==> src/rtl/run_ctrl_pkg.sv <==
// Shared definitions for the core run controller: state encoding and hold-counter sizing.
package run_ctrl_pkg;

  localparam int STATE_W = 2;

  typedef enum logic [STATE_W-1:0] {
    IDLE       = 2'd0,
    RESET_HOLD = 2'd1,
    RUN        = 2'd2,
    DONE       = 2'd3
  } run_state_t;

  function automatic int hold_cnt_w(input int reset_cycles);
    return $clog2(reset_cycles + 1);
  endfunction

endpackage

==> src/rtl/run_controller.sv <==
// Sequences core reset, gates execution and counts run cycles until all cores halt or the budget expires.
// All outputs are registered; status is held in DONE until the next start or reset.
module run_controller
  import run_ctrl_pkg::*;
#(
  parameter int NUM_CORES    = 1,
  parameter int RESET_CYCLES = 4,
  parameter int MAX_CYCLES   = 32,
  parameter int CNT_W        = 16
) (
  input  logic                 clk,
  input  logic                 reset,
  input  logic                 start,
  input  logic                 abort,
  input  logic [NUM_CORES-1:0] halt,
  output logic                 core_reset,
  output logic                 run_en,
  output logic [CNT_W-1:0]     cycle_count,
  output logic [NUM_CORES-1:0] halted_mask,
  output logic                 done,
  output logic                 timeout
);

  localparam int                HOLD_W    = hold_cnt_w(RESET_CYCLES);
  localparam logic [HOLD_W-1:0] HOLD_LOAD = HOLD_W'(RESET_CYCLES - 1);
  localparam logic [CNT_W-1:0]  LAST_CNT  = CNT_W'(MAX_CYCLES - 1);

  if (RESET_CYCLES < 1) begin : g_bad_reset_cycles
    $error("run_controller: RESET_CYCLES must be at least 1");
  end
  if (MAX_CYCLES < 1) begin : g_bad_max_cycles
    $error("run_controller: MAX_CYCLES must be at least 1");
  end
  if (longint'(MAX_CYCLES) >= (longint'(1) << CNT_W)) begin : g_bad_cnt_w
    $error("run_controller: MAX_CYCLES must be below 2**CNT_W");
  end

  run_state_t        state, next_state;
  logic [HOLD_W-1:0] hold_cnt;
  logic              all_halt;
  logic              budget_end;
  logic              core_reset_d;
  logic              run_en_d;

  always_comb begin
    all_halt     = &(halted_mask | halt);
    budget_end   = (cycle_count == LAST_CNT);
    next_state   = state;
    case (state)
      IDLE, DONE: begin
        if (start) next_state = RESET_HOLD;
      end
      RESET_HOLD: begin
        if (abort)                next_state = IDLE;
        else if (hold_cnt == '0)  next_state = RUN;
      end
      RUN: begin
        // abort beats halt, and halt beats budget expiry
        if (abort)                     next_state = IDLE;
        else if (all_halt || budget_end) next_state = DONE;
      end
      default: next_state = IDLE;
    endcase
    core_reset_d = (next_state == IDLE) || (next_state == RESET_HOLD);
    run_en_d     = (next_state == RUN);
  end

  always_ff @(posedge clk) begin
    if (reset) begin
      state       <= IDLE;
      hold_cnt    <= '0;
      cycle_count <= '0;
      halted_mask <= '0;
      done        <= 1'b0;
      timeout     <= 1'b0;
      core_reset  <= 1'b1;
      run_en      <= 1'b0;
    end else begin
      state      <= next_state;
      core_reset <= core_reset_d;
      run_en     <= run_en_d;
      case (state)
        IDLE, DONE: begin
          if (start) begin
            hold_cnt    <= HOLD_LOAD;
            cycle_count <= '0;
            halted_mask <= '0;
            done        <= 1'b0;
            timeout     <= 1'b0;
          end
        end
        RESET_HOLD: begin
          if (hold_cnt != '0) hold_cnt <= hold_cnt - 1'b1;
        end
        RUN: begin
          // the aborting cycle still counts as an elapsed run cycle
          cycle_count <= cycle_count + 1'b1;
          halted_mask <= halted_mask | halt;
          if (next_state == DONE) begin
            done    <= 1'b1;
            timeout <= ~all_halt;
          end
        end
        default: ;
      endcase
    end
  end

endmodule

==> config.mk <==
export PLATFORM = sky130hd
export DESIGN_NAME = run_controller
export DESIGN_NICKNAME = d
export VERILOG_FILES = /design/src/rtl/run_ctrl_pkg.sv /design/src/rtl/run_controller.sv
export SDC_FILE = /design/constraint.sdc
export NUM_CORES = 1
export LEC_CHECK = 0
export ABC_CLOCK_PERIOD_IN_PS = 2000
export CORE_ASPECT_RATIO = 0.7
export CORE_UTILIZATION = 53
export CTS_BUF_LIST = sky130_fd_sc_hd__clkbuf_2 sky130_fd_sc_hd__clkbuf_4 sky130_fd_sc_hd__clkbuf_8
export DETAILED_ROUTE_END_ITERATION = 10
export PLACE_DENSITY_LB_ADDON = 0.25
export RECOVER_POWER = 25
export SYNTH_ARGS = -nofsm -noshare
export SYNTH_HDL_FRONTEND = slang
export SYNTH_SLANG_ARGS = --single-unit
==> constraint.sdc <==
create_clock -name clk -period 2 [get_ports clk]
set_input_delay 0.3 -clock clk [delete_from_list [all_inputs] [get_ports clk]]
set_output_delay 0.3 -clock clk [all_outputs]
set_load 0.005 [all_outputs]
# Word level (Yosys, flattened, before mapping)
# Cells that the tools add are included.
dict set report word_totals {
  inputBits 5
  ff_bits 26
  out_inout_bits 21
}
dict set report classes {
  add_sub_neg 2
  n_reduce_logical 12
  muxes 17
  n_bitwise 2
  eq_ne 10
}
# op count
set ops {}
lappend ops {{one-hot mux 16 bit (2 select lines)} 1}
lappend ops {{adder 16 x 1 -> 16 bit, second input constant} 1}
lappend ops {{== test 16 x 5 -> 1 bit, second input constant} 1}
lappend ops {{two-way mux 16 bit} 1}
lappend ops {{two-way mux 2 bit} 5}
lappend ops {{== test 2 bit, second input constant} 4}
lappend ops {{two-way mux 3 bit} 2}
lappend ops {{!= test 2 bit, second input constant} 3}
lappend ops {{one-hot mux 1 bit (2 select lines)} 3}
lappend ops {{one-hot mux 2 bit (3 select lines)} 1}
lappend ops {{one-hot mux 3 bit (2 select lines)} 1}
lappend ops {{AND reduction 3 bit} 2}
lappend ops {{== test 2 x 1 -> 1 bit, second input constant} 2}
lappend ops {{logical NOT 2 bit} 2}
lappend ops {{nonzero test 2 bit} 2}
lappend ops {{logical NOT 3 bit} 1}
lappend ops {{two-way mux 1 bit} 3}
lappend ops {{nonzero test 3 bit} 1}
lappend ops {{subtractor 3 x 1 -> 3 bit, second input constant} 1}
lappend ops {{logical OR 1 bit} 2}
lappend ops {{AND reduction 2 bit} 1}
lappend ops {{OR reduction 2 bit} 1}
lappend ops {{inverter 1 bit} 1}
lappend ops {{OR 1 bit} 1}

# Longest topological paths before layout
dict set report logic_depth {
  ltp_word 8
  ltp_mapped 7
}

# Worst setup path before layout
# Ideal clock, no wire load.
dict set report synth_path {
  path_kind {reg2reg}
  startpoint {register state[0]}
  endpoint {register cycle_count[12]}
  setup_slack_ps 156
  required_ps 1885
  n_path_buf 0
  stages_incl_launch_ff 7
  arrival_ps 1729
  cell_sequence {dfxtp_1 inv_1 ha_1 mux2i_1 nor4_1 a21boi_1 o21a_1}
}
dict set report synth_between {
  elab_chain_len 4
  word_cells_on_any_way 8
  classes_between {eq/ne (3); mux (1); reduce/logical (4)}
}
# element line_no
set synth_rtl {}
lappend synth_rtl {{start: declaration} run_controller.sv:38} ;# run_state_t state, next_state;
lappend synth_rtl {{start signal: assignment} run_controller.sv:79} ;# state <= next_state;
lappend synth_rtl {{== test 2 bit or logical NOT 2 bit (tied branches)} run_controller.sv:82} ;# case (state)
lappend synth_rtl {{OR reduction 2 bit} run_controller.sv:82}
lappend synth_rtl {{!= test 2 bit (no line) or nonzero test 2 bit (tied branches)} -}
lappend synth_rtl {{AND reduction 2 bit (no line)} -}
lappend synth_rtl {{end signal: assignment} run_controller.sv:97} ;# cycle_count <= cycle_count + 1'b1;
lappend synth_rtl {{end: declaration} run_controller.sv:18} ;# output logic [CNT_W-1:0] cycle_count,
# Parallel ways exist; a longest one is shown, timed or not.
# A chain may end at the register's enable or synchronous reset.

# Worst setup path after layout
dict set report layout_path {
  startpoint {register state[0]}
  endpoint {register cycle_count[15]}
}
# The elaborated chain is that of the path after synthesis.

==> results summary <==
The biggest area contributor in the post-synthesis netlist is sky130_fd_sc_hd__dfxtp_1. During synthesis, Yosys emitted a total of 0 warnings. By area the synthesized netlist is led by sky130_fd_sc_hd__dfxtp_1 37%, sky130_fd_sc_hd__ha_1 4.5%, sky130_fd_sc_hd__a21oi_1 3.9%. Routability-driven placement finished with a final weighted congestion of 0.8315. The fraction of layout cells with a size suffix above 1 is between 10% and 20%.

The number of cells produced by synthesis came out at 160. The clock insertion delay at the later pin of the skew report came out at 0.27 ns. The effective utilization at floorplan came out at 56.46%.

The data arrival time of the critical path came out at between 2 and 2.5 ns. The data required time at the worst endpoint is 2.20 ns. Synthesis instantiated 49 different standard cells from the library.

From left edge to right edge, the die measures 63.41 µm. The worst setup path category is reg -> reg. Entering global routing, the biggest net connects 15 pins. On the critical path, the stage with the largest delay is an instance of sky130_fd_sc_hd__or4_1.

The overall die height is 44.99 µm. The H-tree depth is 1. The number of top-level pins came out at 26.

Hold repair after CTS inserted 0 buffers. The number of synthesized flops with an enable pin came out at 0. The number of nets with antenna violations after routing is 0. The number of core rows is 15.

Fill cells in the final layout number 201. The normalized max-slew margin came out at around 73%. Setup repair after global routing left no endpoint under its margin. Walking the worst path, the cells encountered are inv_1 -> ha_2 -> mux2_2 -> nand2_1 -> or4_1 -> a21oi_1.

The total length of routed wires came out at 3.157 mm. The leftover overflow at the end of global routing came out at 0. Tracing the worst setup path back leads to its startpoint at state[0].

The DRC violation count after routing is 0. The total count of hold-check failures in the final report is 0. The cell area after synthesis came out at 0.001399 mm². The count of cell instances traversed by the critical path came out at 6. The wire length of the first global-routing pass is 5.230 mm.

IR analysis of the VDD net gives a maximum drop of 306.5 µV. The number of antenna violations at the first check in global routing is 0. The type of element capturing the critical path is a flip-flop. At the pin with the least slew margin, the transition time is 0.4051 ns. The final critical path takes up 94.27% of the cycle. The area share of the largest cell type after synthesis is between 30 and 40%. The commonest cells after synthesis are 26 x sky130_fd_sc_hd__dfxtp_1, 11 x sky130_fd_sc_hd__a21oi_1, 11 x sky130_fd_sc_hd__nor2_1, 8 x sky130_fd_sc_hd__nor3_1, 8 x sky130_fd_sc_hd__o21ai_0. The number of global-route vias before repair came out at 1175.

The port buffer count is 25. The number of buffers and inverters on the critical path is 1. For the final routed database, the setup TNS stands at 0 ns. Among all flip-flop cells after synthesis, the most frequent one is sky130_fd_sc_hd__dfxtp_1. The number of vias per cell after detailed routing is approximately 5.9. The number of antenna diodes in the final layout is 0.

The core box area is roughly 0.0025 mm². Among cell families on the critical path, the largest total delay comes from simple AND/OR/NAND/NOR gates. The net count of the mapped netlist is 170. On the final layout, the worst clock skew is 0.006752 ns. The first routing iteration left approximately 120 violations. The synthesized flop and latch total came out at 26. The number of clock buffers added by TritonCTS is 3.

The final critical-path required period is 1.885 ns. The final number of setup-violating endpoints is 0. The area of the die is 0.002852 mm². Once detailed placement completed, the half-perimeter wirelength came to about 2.4 mm. The power per cell area came out at 543.8 mW/mm². The fraction of registers with async set/reset is 0%. The detailed router placed about 1.3k vias in this run.

The critical register-to-register path startpoint is state[0]. The number of max-slew violations in the final report came out at 0. The number of detailed-route iterations in the first pass came out at 4. The static leakage came out at 0.6528 nW.

Counting along the longest clock path gives a buffer depth of 2. The setup slack of the most critical reg-to-reg path is 0.11 ns. The CTS clock-pin slew for the worst setup and hold paths came out at 0.08 ns. The worst setup path is launched from a flip-flop. The area growth from synthesis to final layout came out at 26.48%.

On the worst path, the slowest cell contributes a delay of 0.49 ns. TritonCTS built the clock tree. The min-delay analysis places its worst path in the category reg -> reg.

The flow ran to the end, and the final reports show no timing, DRC or antenna violations. Yosys instantiated no cell more often than sky130_fd_sc_hd__dfxtp_1. In this run the clock root is driven by a sky130_fd_sc_hd__clkbuf_8. The wire length per cell came out at 14.09 µm. The post-layout net count came out at 202. The overall global routing resource usage is 23.82%.

In this run the critical register-to-register path is captured at cycle_count[15]. The fraction of the yosys area taken by sequential cells is 37.21%. Measured on the finished design, the core utilization comes to 71.41%. After synthesis, the mean cell area works out to 8.743 µm². Following the worst setup path forward leads to its endpoint at cycle_count[15]. Across the run, the number of max-cap violations was 0. The worst register-to-register path has a depth of 6. In this run the worst path has a maximum fanout of 7.

Derived from the worst setup path, the maximum achievable clock frequency is 530.4 MHz. The count of clock tree sinks came out at 26. The smallest hold slack came out at 0.4802 ns.
cells in the final DEF, fill, tap and decap left out, types with 2 or more instances in the layout:
master and count:
sky130_fd_sc_hd__a211oi_1 2, sky130_fd_sc_hd__a21oi_1 11, sky130_fd_sc_hd__a311oi_1 2, sky130_fd_sc_hd__a32oi_1 2, sky130_fd_sc_hd__and3b_1 2, sky130_fd_sc_hd__buf_4 8, sky130_fd_sc_hd__clkbuf_8 3, sky130_fd_sc_hd__clkdlybuf4s50_1 14
sky130_fd_sc_hd__dfxtp_1 26, sky130_fd_sc_hd__dlygate4sd3_1 11, sky130_fd_sc_hd__ha_1 4, sky130_fd_sc_hd__inv_1 6, sky130_fd_sc_hd__mux2_2 2, sky130_fd_sc_hd__mux2i_1 2, sky130_fd_sc_hd__nand2_1 7, sky130_fd_sc_hd__nand2b_1 4
sky130_fd_sc_hd__nand3_1 6, sky130_fd_sc_hd__nand3b_1 2, sky130_fd_sc_hd__nand4_1 4, sky130_fd_sc_hd__nor2_1 11, sky130_fd_sc_hd__nor2b_1 2, sky130_fd_sc_hd__nor3_1 8, sky130_fd_sc_hd__nor4b_1 2, sky130_fd_sc_hd__o21a_1 4
sky130_fd_sc_hd__o21ai_0 8, sky130_fd_sc_hd__o31ai_1 3, sky130_fd_sc_hd__or3_1 2, sky130_fd_sc_hd__or4_1 4, sky130_fd_sc_hd__xnor2_1 3, sky130_fd_sc_hd__xor2_1 4
tightest hold or removal path, cell delays in order, from the launching register on:
cell,delay [ns]
sky130_fd_sc_hd__dfxtp_1,0.32
sky130_fd_sc_hd__nand3_1,0.06
sky130_fd_sc_hd__mux2i_1,0.06
registers in the layout, summed over array words and instances (netlist names):
signal,flops
cycle_count,16
timeout,1
run_en,1
core_reset,1
hold_cnt,3
done,1
state,2
halted_mask,1
layout make-up:
cell class | count | area (µm²) | area share [%]
multi-input cells | 122 | 832.0 | 47.03
flip-flops and latches | 26 | 520.5 | 29.42
repair buffers | 33 | 310.3 | 17.54
well taps | 34 | 42.54 | 2.405
clock buffers | 3 | 41.29 | 2.334
inverters | 6 | 22.52 | 1.273
layer usage:
layer	up-vias	part of all wire (%)	global-route usage, %
met4	0	2.7	9.545
met5	-	0	0
met1	614	50	31.62
met2	47	43	38.94
li1	651	-	-
met3	10	5.0	4.545
power by group:
group          internal (W)  switching (W)  leakage (nW)  total, W
Sequential         0.000527     0.00000614         0.210  0.000533
Clock              0.000135       0.000156        0.0216  0.000290
Combinational     0.0000598      0.0000791         0.421  0.000139
how the worst min path moves through the flow:
stage,start,end,slack (ns),cells past startpoint
floorplan,reset,core_reset,0.44,1
detailed placement,hold_cnt[0],hold_cnt[0],0.47,1
finish,timeout,timeout,0.48,2
global route,hold_cnt[0],hold_cnt[0],0.50,1
global placement,hold_cnt[0],hold_cnt[0],0.47,1
CTS,hold_cnt[0],hold_cnt[0],0.48,1
through the flow:
step | setup slack [ns] | instances | total power (W) | area, µm²
5_1_grt | 0.04368 | 224 | 0.001002 | 1769
3_3_place_gp | 0.1366 | 221 | 0.0006743 | 1725
4_1_cts | 0.05788 | 224 | 0.0009672 | 1767
2_1_floorplan | 0.1564 | 160 | 0.0006346 | 1399
3_5_place_dp | 0.09144 | 221 | 0.0006800 | 1725
6_report | 0.1146 | 224 | 0.0009621 | 1769
cells by family after synthesis:
kind of cell,after synthesis,synth area share [%]
and+or+nand+nor,67,29.25
AOI/OAI and AO/OA,39,18.16
adders and majority gates,5,4.472
DFF,26,37.21
muxes,4,3.041
xor gates and xnor gates,7,4.383
buffers and inverters,12,3.488
repair_timing:
item | CTS | global route
gates resized for setup | 0 | 1
buffers inserted | 0 | 0
hold endpoints to repair | 0 | 0
endpoints found under the setup margin | 0 | 3
Note: power is estimated with default switching activity, not from simulation.
